File: config.mk
export PLATFORM = sky130hd
export DESIGN_NAME = manchester_framer
export DESIGN_NICKNAME = d
export VERILOG_FILES = /design/src/rtl/manchester_pkg.sv /design/src/rtl/manchester_framer.sv
export SDC_FILE = /design/constraint.sdc
export NUM_CORES = 1
export LEC_CHECK = 0
export ABC_AREA = 1
export ABC_CLOCK_PERIOD_IN_PS = 1700
export CAP_MARGIN = 20
export CORE_ASPECT_RATIO = 1.25
export CORE_UTILIZATION = 35
export CTS_CLUSTER_DIAMETER = 100
export DETAILED_ROUTE_END_ITERATION = 8
export GPL_ROUTABILITY_DRIVEN = 0
export SETUP_SLACK_MARGIN = 0.3
export SLEW_MARGIN = 0
export SYNTH_ARGS = -nofsm -noshare
export SYNTH_HDL_FRONTEND = slang
export SYNTH_SLANG_ARGS = --single-unit
export TNS_END_PERCENT = 20
File: constraint.sdc
create_clock -name aclk -period 1.7 [get_ports aclk]
set_clock_uncertainty 0.1 [all_clocks]
set_input_delay 0.51 -clock aclk [delete_from_list [all_inputs] [get_ports aclk]]
set_output_delay 0.51 -clock aclk [all_outputs]
set_load 0.01 [all_outputs]
File: src/rtl/manchester_pkg.sv
// Shared constants for the Manchester TX path: escape symbols,
// frame delimiters and the framer state encoding.
package manchester_pkg;

    localparam logic [7:0] START_WORD      = 8'hD5;
    localparam logic [7:0] ESCAPE_SYMBOL   = 8'hE5;
    localparam logic [7:0] REPLACE_SYMBOL  = 8'hF5;
    localparam logic [7:0] PREAMBLE_SYMBOL = 8'h55;
    localparam logic [7:0] IDLE_SYMBOL     = 8'h00;

    typedef logic [2:0] framer_state_t;

    localparam framer_state_t IDLE     = 3'd0;
    localparam framer_state_t PREAMBLE = 3'd1;
    localparam framer_state_t SOF      = 3'd2;
    localparam framer_state_t PAYLOAD  = 3'd3;
    localparam framer_state_t IFG      = 3'd4;

endpackage

File: src/rtl/manchester_framer.sv
// Wraps escaped AXI-Stream packets in preamble + start word frames.
// Define MANCHESTER_FRAMER_IFG_EN to append IFG_LEN idle bytes per frame.
module manchester_framer
    import manchester_pkg::*;
#(
    parameter int unsigned                 DATA_WIDTH      = 8,
    parameter int unsigned                 PREAMBLE_LEN    = 4,
    parameter logic [DATA_WIDTH-1:0]       PREAMBLE_SYMBOL = manchester_pkg::PREAMBLE_SYMBOL,
    parameter logic [DATA_WIDTH-1:0]       START_WORD      = manchester_pkg::START_WORD,
    parameter int unsigned                 IFG_LEN         = 2,
    parameter logic [DATA_WIDTH-1:0]       IDLE_SYMBOL     = manchester_pkg::IDLE_SYMBOL
) (
    input  logic                  aclk,
    input  logic                  areset,
    input  logic [DATA_WIDTH-1:0] s_axis_tdata,
    input  logic                  s_axis_tvalid,
    output logic                  s_axis_tready,
    input  logic                  s_axis_tlast,
    output logic [DATA_WIDTH-1:0] m_axis_tdata,
    output logic                  m_axis_tvalid,
    input  logic                  m_axis_tready,
    output logic                  m_axis_tlast,
    output logic                  busy
);

    localparam logic [7:0] PRE_LAST = 8'(PREAMBLE_LEN - 1);

`ifdef MANCHESTER_FRAMER_IFG_EN
    localparam logic [7:0] IFG_LAST = 8'(IFG_LEN - 1);
`else
    logic unused_cfg;
    assign unused_cfg = ^{8'(IFG_LEN), IDLE_SYMBOL};
`endif

    framer_state_t         state_q, state_d;
    logic [7:0]            cnt_q, cnt_d;
    logic [DATA_WIDTH-1:0] tdata_q, tdata_d;
    logic                  tvalid_q, tvalid_d;
    logic                  tlast_q, tlast_d;
    logic                  load;

    // One load slot per cycle in which the output register is free
    assign load = !tvalid_q || m_axis_tready;

    assign m_axis_tdata  = tdata_q;
    assign m_axis_tvalid = tvalid_q;
    assign m_axis_tlast  = tlast_q;

    always_ff @(posedge aclk or posedge areset) begin
        if (areset) begin
            state_q  <= IDLE;
            cnt_q    <= '0;
            tdata_q  <= '0;
            tvalid_q <= 1'b0;
            tlast_q  <= 1'b0;
        end else begin
            state_q  <= state_d;
            cnt_q    <= cnt_d;
            tdata_q  <= tdata_d;
            tvalid_q <= tvalid_d;
            tlast_q  <= tlast_d;
        end
    end

    always_comb begin
        state_d = state_q;
        cnt_d   = cnt_q;
        unique case (state_q)
            IDLE: begin
                if (s_axis_tvalid) begin
                    state_d = (PREAMBLE_LEN == 0) ? SOF : PREAMBLE;
                end
            end
            PREAMBLE: begin
                if (load) begin
                    if (cnt_q == PRE_LAST) begin
                        cnt_d   = '0;
                        state_d = SOF;
                    end else begin
                        cnt_d = cnt_q + 8'd1;
                    end
                end
            end
            SOF: begin
                if (load) begin
                    state_d = PAYLOAD;
                end
            end
            PAYLOAD: begin
                if (load && s_axis_tvalid && s_axis_tlast) begin
`ifdef MANCHESTER_FRAMER_IFG_EN
                    state_d = IFG;
`else
                    state_d = IDLE;
`endif
                end
            end
`ifdef MANCHESTER_FRAMER_IFG_EN
            IFG: begin
                if (load) begin
                    if (cnt_q == IFG_LAST) begin
                        cnt_d   = '0;
                        state_d = IDLE;
                    end else begin
                        cnt_d = cnt_q + 8'd1;
                    end
                end
            end
`endif
            default: begin
                state_d = IDLE;
                cnt_d   = '0;
            end
        endcase
    end

    always_comb begin
        tdata_d       = tdata_q;
        tvalid_d      = tvalid_q;
        tlast_d       = tlast_q;
        s_axis_tready = 1'b0;
        busy          = (state_q != IDLE);
        if (load) begin
            tvalid_d = 1'b0;
            tlast_d  = 1'b0;
            unique case (state_q)
                PREAMBLE: begin
                    tdata_d  = PREAMBLE_SYMBOL;
                    tvalid_d = 1'b1;
                end
                SOF: begin
                    tdata_d  = START_WORD;
                    tvalid_d = 1'b1;
                end
                PAYLOAD: begin
                    s_axis_tready = 1'b1;
                    if (s_axis_tvalid) begin
                        tdata_d  = s_axis_tdata;
                        tlast_d  = s_axis_tlast;
                        tvalid_d = 1'b1;
                    end
                end
`ifdef MANCHESTER_FRAMER_IFG_EN
                IFG: begin
                    tdata_d  = IDLE_SYMBOL;
                    tvalid_d = 1'b1;
                end
`endif
                default: begin
                end
            endcase
        end
    end

endmodule
==> results of run 1 <==
worst max-delay path, cell delays in order, from the launching register on:
cell      delay (ns)
dfrtp_1         0.40
buf_6           0.13
ha_4            0.16
clkinv_4        0.05
nor2_4          0.03
buf_6           0.11
logic make-up (layout without fill, tap and decap cells):
logic type	Yosys count	after routing	share of synthesized area, %
flip-flops	20	20	41.9
XOR/XNOR	1	1	0.734
adder cells (fa/ha/maj)	6	6	6.29
buffers and inverters	25	75	9.54
AO/OA/AOI/OAI	18	18	9.54
AND/OR/NAND/NOR	84	84	32.0
synth_stat cells (2+ instances only):
library cell | count | area [um2]
nor2_1 | 6 | 22.5
nand3_1 | 10 | 50.1
o21ai_0 | 9 | 45.0
inv_1 | 17 | 63.8
nor2_4 | 2 | 22.5
inv_2 | 4 | 15.0
dfrtp_1 | 20 | 500
inv_4 | 2 | 12.5
nand4_1 | 7 | 43.8
o21ai_1 | 2 | 10.0
a21oi_1 | 2 | 10.0
nand2_1 | 54 | 203
ha_1 | 6 | 75.1
buf_6 | 2 | 22.5
final cells by class:
cell class / count / area share [%]
clock buffer: 3 / 2.31
clock inverter: 1 / 1.68
inverter: 23 / 5.82
multi-input combinational: 109 / 37.5
sequential: 20 / 28.1
tap: 37 / 2.59
timing repair buffer: 48 / 22.0
state kept, by name, indices dropped and copies added, names as in the netlist:
| name | count |
|---|---|
| cnt_q | 8 |
| state_q | 2 |
| m_axis_tlast | 1 |
| m_axis_tvalid | 1 |
| m_axis_tdata | 8 |
routing by layer:
| metal | routed length, um | part of all wire (%) | vias up |
|---|---|---|---|
| met3 | 60 | 2.2 | 2 |
| met1 | 1190 | 44 | 552 |
| met2 | 1440 | 53 | 10 |
| met5 | 0 | 0 | - |
| li1 | - | - | 588 |
| met4 | 19 | 0.70 | 0 |
worst paths after layout:
check | start | end | slack (ns) | cells past startpoint
max | state_q[0] | s_axis_tready | -0.05 | 5
min | m_axis_tdata[2] | m_axis_tdata[2] | 0.36 | 2
max reg2reg | state_q[0] | m_axis_tdata[7] | 0.09 | 10
min reg2reg | m_axis_tdata[2] | m_axis_tdata[2] | 0.36 | 2
max in group asynchronous | areset | cnt_q[0] | 0.81 | 3
min in group asynchronous | areset | m_axis_tdata[0] | 0.48 | 3
per-stage QoR:
stage	worst slack [ns]	std cells	hold WS, ns	setup TNS (ns)	utilization (%)
finish	-0.0457	241	0.361	-0.0663	55.4
global placement	-0.620	229	0.358	-3.16	49.3
detailed placement	-0.624	229	0.358	-3.31	49.3
floorplan	0.271	154	0.374	0	-
CTS	-0.0631	239	0.370	-0.0907	54.3
global route	-0.0950	241	0.389	-0.194	55.4
where the power goes:
group / internal [mW] / leakage [nW] / switching, mW
Clock: 0.314 / 0.0357 / 0.159
Combinational: 0.825 / 0.617 / 0.906
Sequential: 0.628 / 0.259 / 0.0944
Total: 1.77 / 0.912 / 1.16
repair_timing:
action | in CTS | in global routing
endpoints found under the setup margin | 31 | 32
buffers inserted | 6 | 2
resized for setup | 77 | 6
pin swaps | 18 | 6
hold endpoints to repair | 0 | 0
==> results.sh, run 1 <==
export IMPL_critPathKind="flop to output port"
export IMPL_cts_tree="built"
export IMPL_period_share_pct=103
export IMPL_wire_per_inst_um=11.2
export IMPL_synth_edf_count=0
export IMPL_final_cell_mix="nand2_1, dfrtp_1, buf_4"
export IMPL_num_vias=1152
export IMPL_use_met2_pct=29.1
export IMPL_met3_usage_pct=2.48
export IMPL_cts_buffer_depth=2
export IMPL_antenna_cells=0
export IMPL_setup_viol=2
export IMPL_grt_busiest_layer="met2"
export IMPL_final_common_cell="nand2_1"
export IMPL_power_density_mw_per_mm2=1640
export IMPL_grt_pass1_vias=1078
export IMPL_slew_viol_final=0
export IMPL_core_rowCount=23
export IMPL_syn_inst=154
export IMPL_tightest_slew_ns=0.266
export IMPL_hold_viol=0
export IMPL_drtIter0Drc=28
export IMPL_max_freq_mhz=573
export IMPL_synth_area_mm2=0.00119
export IMPL_overflow=0
export IMPL_ios=25
export IMPL_syn_avg_cell_area_um2=7.75
export IMPL_ys_ff_latch=20
export IMPL_use_met1_pct=21.1
export IMPL_p_leak_nw=0.912
export IMPL_numCtsBuffers=3
export IMPL_multi_input_area_um2=669
export IMPL_place_area_mm2=0.00159
export IMPL_final_area_mm2=0.00178
export IMPL_grt_pass1_wl_mm=4.58
export IMPL_cp_start_kind="flop"
export IMPL_ys_seq_area_share_pct=41.9
export IMPL_ys_async_sr_fraction_pct=100
export IMPL_cts_sinks=20
export IMPL_io_buffers=24
export IMPL_die_y_um=67.3
export IMPL_first_pass_iters=4
export IMPL_ant_nets=0
export IMPL_area_delta_synth_final_pct=49.5
export IMPL_worstPathRequired_ns=1.09
export IMPL_min_path_type="flop to flop"
export IMPL_grt_max_degree=21
export IMPL_core_area_mm2=0.00322
export IMPL_cts_htree_levels=1
export IMPL_maxSlewHeadroom_pct=82.2
export IMPL_die_area_mm2=0.00365
export IMPL_grt_antenna_before_repair=0
export IMPL_drv_cap=0
export IMPL_critPathMaxFanout=2
export IMPL_drc=0
export IMPL_totalWireLength_mm=2.70
export IMPL_start_util_pct=37.0
export IMPL_yosysUniqueCellTypes=25
export IMPL_die_w_um=54.2
export IMPL_gr_usage_all_layers_pct=16.8
export IMPL_detail_route_vias_per_cell=4.78
export IMPL_clk_pin_slew_ns=0.08
export IMPL_clkLatencyLatePin_ns=0.25
export IMPL_setup_slack_ns=-0.0457
export IMPL_ctsHoldBuffers=0
export IMPL_fin_crit_ns=1.75
export IMPL_seq_area_um2=500
export IMPL_finalPower_mw=2.93
export IMPL_rsz0062_at_grt="true"
export IMPL_syn_num_nets=173
export IMPL_fillers=306
export IMPL_dp_hpwl_mm=1.99
export IMPL_vdd_drop_max_mv=0.830
export IMPL_drive_above_1_share_pct=33.3
export IMPL_critPathArrivalTime_ns=1.14
export IMPL_ys_warnings_count=0
export IMPL_end_kind="output port"
export IMPL_cts_root_buffer="clkbuf_8"
export IMPL_status="complete, but fails checks"
export IMPL_synth_flop_cell="dfrtp_1"
export IMPL_final_nets=224
export IMPL_violations="setup timing"
No activity file was read; power rests on OpenSTA's default activity.
==> run 2, diff against run 1 <==
--- a/config.mk
+++ b/config.mk
@@ -8,11 +8,14 @@
 export ABC_AREA = 1
 export ABC_CLOCK_PERIOD_IN_PS = 1700
 export CAP_MARGIN = 20
+export CELL_PAD_IN_SITES_DETAIL_PLACEMENT = 1
+export CELL_PAD_IN_SITES_GLOBAL_PLACEMENT = 1
 export CORE_ASPECT_RATIO = 1.25
 export CORE_UTILIZATION = 35
 export CTS_CLUSTER_DIAMETER = 100
 export DETAILED_ROUTE_END_ITERATION = 8
 export GPL_ROUTABILITY_DRIVEN = 0
+export PLACE_DENSITY_LB_ADDON = 0.1
 export SETUP_SLACK_MARGIN = 0.3
 export SLEW_MARGIN = 0
 export SYNTH_ARGS = -nofsm -noshare
==> run 2 against run 1 <==
  * Combinational power is 6% higher
  * Highest routed layer unchanged
  * Critical path depth unchanged
  * Hold slack better by 0.023 ns
  * Via count increased by 2.4%
  * The run still ends with setup timing left
  * Routed wire length up 23%
  * Sequential power grew 1%
==> results.sh, run 2 (synthesis gave the netlist of run 1 again) <==
export IMPL_dp_cells=229
export IMPL_p_leak_nw=0.913
export IMPL_fin_crit_ns=1.76
export IMPL_routed_top_layer="met4"
export IMPL_ios=25
export IMPL_drtIter0Drc=10
export IMPL_cts_buffer_depth=2
export IMPL_met3_length_um=63
export IMPL_num_vias=1180
export IMPL_min_path_type="flop to flop"
export IMPL_finalPower_mw=3.06
export IMPL_die_area_mm2=0.00365
export IMPL_wl_met2_mm=1.92
export IMPL_rsz0062_at_grt="true"
export IMPL_grt_pass1_wl_mm=5.48
export IMPL_vdd_drop_max_mv=0.959
export IMPL_final_cells=242
export IMPL_ctsHoldBuffers=0
export IMPL_slew_viol_final=0
export IMPL_maxSlewHeadroom_pct=81.5
export IMPL_start_util_pct=37.0
export IMPL_final_common_cell="nand2_1"
export IMPL_drv_cap=0
export IMPL_worstPathRequired_ns=1.09
export IMPL_power_density_mw_per_mm2=1710
export IMPL_tightest_slew_ns=0.278
export IMPL_clk_pin_slew_ns=0.08
export IMPL_wl_met1_mm=1.29
export IMPL_cts_sinks=20
export IMPL_die_w_um=54.2
export IMPL_hold_viol=0
export IMPL_final_cell_mix="nand2_1, dfrtp_1, buf_4"
export IMPL_core_rowCount=23
export IMPL_totalWireLength_mm=3.32
export IMPL_status="complete, but fails checks"
export IMPL_ant_nets=0
export IMPL_gr_usage_all_layers_pct=21.1
export IMPL_die_y_um=67.3
export IMPL_critPathMaxFanout=2
export IMPL_cts_htree_levels=1
export IMPL_area_delta_synth_final_pct=49.5
export IMPL_drc=0
export IMPL_core_area_mm2=0.00322
export IMPL_cts_root_buffer="clkbuf_8"
export IMPL_final_nets=225
export IMPL_grt_antenna_before_repair=0
export IMPL_overflow=0
export IMPL_period_share_pct=104
export IMPL_wire_per_inst_um=13.7
export IMPL_first_pass_iters=3
export IMPL_grt_max_degree=21
export IMPL_max_freq_mhz=567
export IMPL_drive_above_1_share_pct=35.1
export IMPL_grt_pass1_vias=1264
export IMPL_dp_hpwl_mm=2.40
export IMPL_io_buffers=24
export IMPL_cts_tree="built"
export IMPL_end_kind="output port"
export IMPL_clkLatencyLatePin_ns=0.26
export IMPL_antenna_cells=0
export IMPL_numCtsBuffers=3
export IMPL_detail_route_vias_per_cell=4.88
export IMPL_cp_start_kind="flop"
export IMPL_critPathArrivalTime_ns=1.15
export IMPL_violations="setup timing"
export IMPL_critPathKind="flop to output port"
export IMPL_setup_slack_ns=-0.0637
export IMPL_setup_viol=2
run 2: per-stage QoR:
stage	instance area, um2	setup slack [ns]	setup TNS (ns)	hold slack, ns	utilization (%)
6_report	1780	-0.0637	-0.121	0.385	55.4
5_1_grt	1780	-0.113	-0.379	0.412	55.4
4_1_cts	1740	-0.0648	-0.121	0.390	54.0
3_5_place_dp	1590	-0.619	-3.74	0.369	49.3
3_3_place_gp	1590	-0.627	-3.36	0.357	49.3
2_1_floorplan	1210	0.271	0	0.374	-
run 2: worst max-delay path: stages, from the launching register on:
cell and delay (ns):
dfrtp_1 0.40, buf_6 0.13, ha_4 0.17, clkinv_4 0.05, nor2_4 0.03, buf_6 0.11
run 2: path summary, 6_finish.rpt:
kind	cells after the start	slack, ns	start	endpoint
setup / recovery	5	-0.06	state_q[0]	s_axis_tready
hold / removal	2	0.38	m_axis_tdata[0]	m_axis_tdata[0]
setup reg to reg	9	0.05	state_q[0]	m_axis_tdata[4]
hold reg to reg	2	0.38	m_axis_tdata[0]	m_axis_tdata[0]
max in group asynchronous	3	0.80	areset	cnt_q[7]
min in group asynchronous	3	0.48	areset	m_axis_tdata[0]
run 2: layer usage:
layer / up-vias / global-route usage (%)
met5: - / 0
met4: 0 / 7.05
met3: 6 / 2.70
met2: 18 / 41.2
met1: 569 / 21.9
li1: 587 / -
run 2: power breakdown:
| group | switching, mW | internal, mW | leakage (nW) |
|---|---|---|---|
| Clock | 0.174 | 0.315 | 0.0357 |
| Combinational | 0.981 | 0.858 | 0.618 |
| Sequential | 0.102 | 0.629 | 0.259 |
run 2: final cells by class:
type                    count  area, um2
clock buffers               3       41.3
clock inverters             1       30.0
fillers                   400       1440
inverters                  23        101
multi-input cells         109        658
flip-flops and latches     20        500
well taps                  37       46.3
repair buffers             48        399
repair inverters            1       7.51
run 2: timing repair:
item	in CTS	in global routing
pin swaps	12	5
gates resized for setup	76	6
setup buffers	5	3
gates cloned	0	1
endpoints found under the setup margin	32	31
==> run 3, diff against run 2 <==
--- a/config.mk
+++ b/config.mk
@@ -11,6 +11,7 @@
 export CELL_PAD_IN_SITES_DETAIL_PLACEMENT = 1
 export CELL_PAD_IN_SITES_GLOBAL_PLACEMENT = 1
 export CORE_ASPECT_RATIO = 1.25
+export CORE_MARGIN = 2
 export CORE_UTILIZATION = 35
 export CTS_CLUSTER_DIAMETER = 100
 export DETAILED_ROUTE_END_ITERATION = 8
==> constraint.sdc (replaced) <==
create_clock -name aclk -period 1.7 [get_ports aclk]
set_clock_uncertainty 0.1 [all_clocks]
set_input_delay 0.34 -clock aclk [delete_from_list [all_inputs] [get_ports aclk]]
set_output_delay 0.34 -clock aclk [all_outputs]
set_load 0.01 [all_outputs]
==> run 3 against run 2 <==
  * The flow now finishes without violations
  * Utilization down 1.4 points
  * Die area up 6.8%
  * Critical path depth unchanged
  * Cell count is 3.7% lower
  * Maximum frequency increased by 8.4%
  * Clock power barely moved
  * Combinational power down 7%
  * Power is 4.1% lower
  * Setup slack improved by 0.14 ns
  * Register-to-register slack better by 0.05 ns
  * Via count is 2.2% lower
==> results.sh, run 3 (synthesis gave the netlist of run 1 again) <==
export IMPL_cp_start_kind="flop"
export IMPL_sw_frac_of_total_pct=40.8
export IMPL_wire_per_inst_um=14.3
export IMPL_antenna_cells=0
export IMPL_grt_pass1_wl_mm=5.72
export IMPL_grt_antenna_before_repair=0
export IMPL_drtIter0Drc=29
export IMPL_final_area_mm2=0.00174
export IMPL_core_area_mm2=0.00322
export IMPL_fin_crit_ns=1.63
export IMPL_p_seq_share_pct=25.1
export IMPL_end_kind="output port"
export IMPL_drc=0
export IMPL_startpoint="state_q[1]"
export IMPL_status="completed"
export IMPL_power_density_mw_per_mm2=1680
export IMPL_cts_tree="built"
export IMPL_critPathMaxFanout=2
export IMPL_period_share_pct=95.7
export IMPL_overflow=0
export IMPL_final_cells=233
export IMPL_numCtsBuffers=3
export IMPL_num_vias=1154
export IMPL_area_delta_synth_final_pct=45.8
export IMPL_cts_root_buffer="clkbuf_8"
export IMPL_tightest_slew_ns=0.281
export IMPL_critPathKind="flop to output port"
export IMPL_maxSlewHeadroom_pct=81.3
export IMPL_p_leak_nw=0.864
export IMPL_totalWireLength_mm=3.34
export IMPL_final_cell_mix="nand2_1, dfrtp_1, clkdlybuf4s50_1"
export IMPL_reg2reg_from="state_q[1]"
export IMPL_die_w_um=56.2
export IMPL_critPathArrivalTime_ns=1.19
export IMPL_die_y_um=69.3
export IMPL_worstPathRequired_ns=1.26
export IMPL_p_int_mw=1.74
export IMPL_core_rowCount=23
export IMPL_setup_viol=0
export IMPL_min_path_type="input port to async pin"
export IMPL_power_share_clock_pct=16.7
export IMPL_detail_route_vias_per_cell=4.95
export IMPL_vdd_drop_max_mv=0.901
export IMPL_final_nets=216
export IMPL_max_freq_mhz=614
export IMPL_cts_sinks=20
export IMPL_comb_power_share_pct=58.2
export IMPL_io_buffers=24
export IMPL_die_area_mm2=0.00390
export IMPL_slew_viol_final=0
export IMPL_dp_hpwl_mm=2.46
export IMPL_place_area_mm2=0.00155
export IMPL_cts_htree_levels=1
export IMPL_first_pass_iters=3
export IMPL_ant_nets=0
export IMPL_start_util_pct=37.0
export IMPL_gr_usage_all_layers_pct=18.3
export IMPL_dp_cells=224
export IMPL_cts_buffer_depth=2
export IMPL_clk_pin_slew_ns=0.08
export IMPL_final_common_cell="nand2_1"
export IMPL_ios=25
export IMPL_grt_pass1_vias=1303
export IMPL_clkLatencyLatePin_ns=0.26
export IMPL_drv_cap=0
export IMPL_grt_max_degree=21
export IMPL_hold_viol=0
export IMPL_rsz0062_at_grt="true"
export IMPL_switchingPower_mw=1.19
export IMPL_fillers=394
export IMPL_drive_above_1_share_pct=26.0
export IMPL_rr_worst_depth=11
run 3: cell count changes in the layout (fill, tap and decap cells not counted), moves of 2 or more:
cell             delta
buf_4              -10
nand2_1             +3
nand2_2             -4
o21ai_1             -2
o21ai_0             +3
clkdlybuf4s50_1     +8
buf_2               -6
run 3: through the flow:
stage / worst slack (ns) / hold slack (ns) / power (mW) / utilization (%) / TNS, ns
after floorplan: 0.302 / 0.204 / 1.56 / - / 0
after global placement: -0.308 / 0.355 / 2.12 / 48.1 / -0.377
after detailed placement: -0.309 / 0.369 / 2.19 / 48.1 / -0.627
after CTS: 0.0881 / 0.326 / 2.80 / 52.0 / 0
after global routing: -0.00720 / 0.339 / 3.17 / 54.0 / -0.00720
final: 0.0725 / 0.308 / 2.93 / 54.0 / 0
run 3: routing by layer:
metal | GRT usage (%) | routed length, um | vias to the layer above | part of all wire (%)
met5 | 0 | 0 | - | 0
met4 | 5.56 | 37 | 0 | 1.1
met3 | 2.24 | 67 | 4 | 2.0
met2 | 34.5 | 1890 | 14 | 57
met1 | 20.9 | 1340 | 568 | 40
li1 | - | - | 568 | -
run 3: final timing paths:
kind | to | slack, ns
max in group asynchronous | m_axis_tlast | 0.97
min in group aclk | m_axis_tdata[5] | 0.39
worst min register to register | m_axis_tdata[5] | 0.39
worst max-delay path | s_axis_tready | 0.07
worst min-delay path | cnt_q[6] | 0.31
worst max register to register | state_q[0] | 0.10
run 3: layout make-up:
class                   instances  area, um2  share of cell area, %
multi-input cells             109        652                   37.5
flip-flops and latches         20        500                   28.8
repair buffers                 40        372                   21.4
inverters                      23       98.8                   5.68
well taps                      37       46.3                   2.66
clock buffers                   3       41.3                   2.37
clock inverters                 1       30.0                   1.73
run 3: power groups by stage:
stage          combinational [mW]  clock (mW)  sequential (mW)
2_1_floorplan               0.774           0            0.786
3_3_place_gp                 1.39           0            0.733
3_5_place_dp                 1.44           0            0.743
4_1_cts                      1.58       0.495            0.722
5_1_grt                      1.89       0.517            0.757
6_report                     1.71       0.490            0.735
run 3: critical path: stages, from the launching register on:
cell and delay (ns):
dfrtp_1 0.42, buf_6 0.14, ha_4 0.16, inv_4 0.05
nor2_2 0.03, buf_2 0.13
run 3: what timing repair did:
item	in CTS	in global routing
setup buffers	5	0
hold buffers	0	0
pin swaps	2	9
hold endpoints to repair	0	0
gates resized for setup	22	17
setup endpoints to repair	29	30
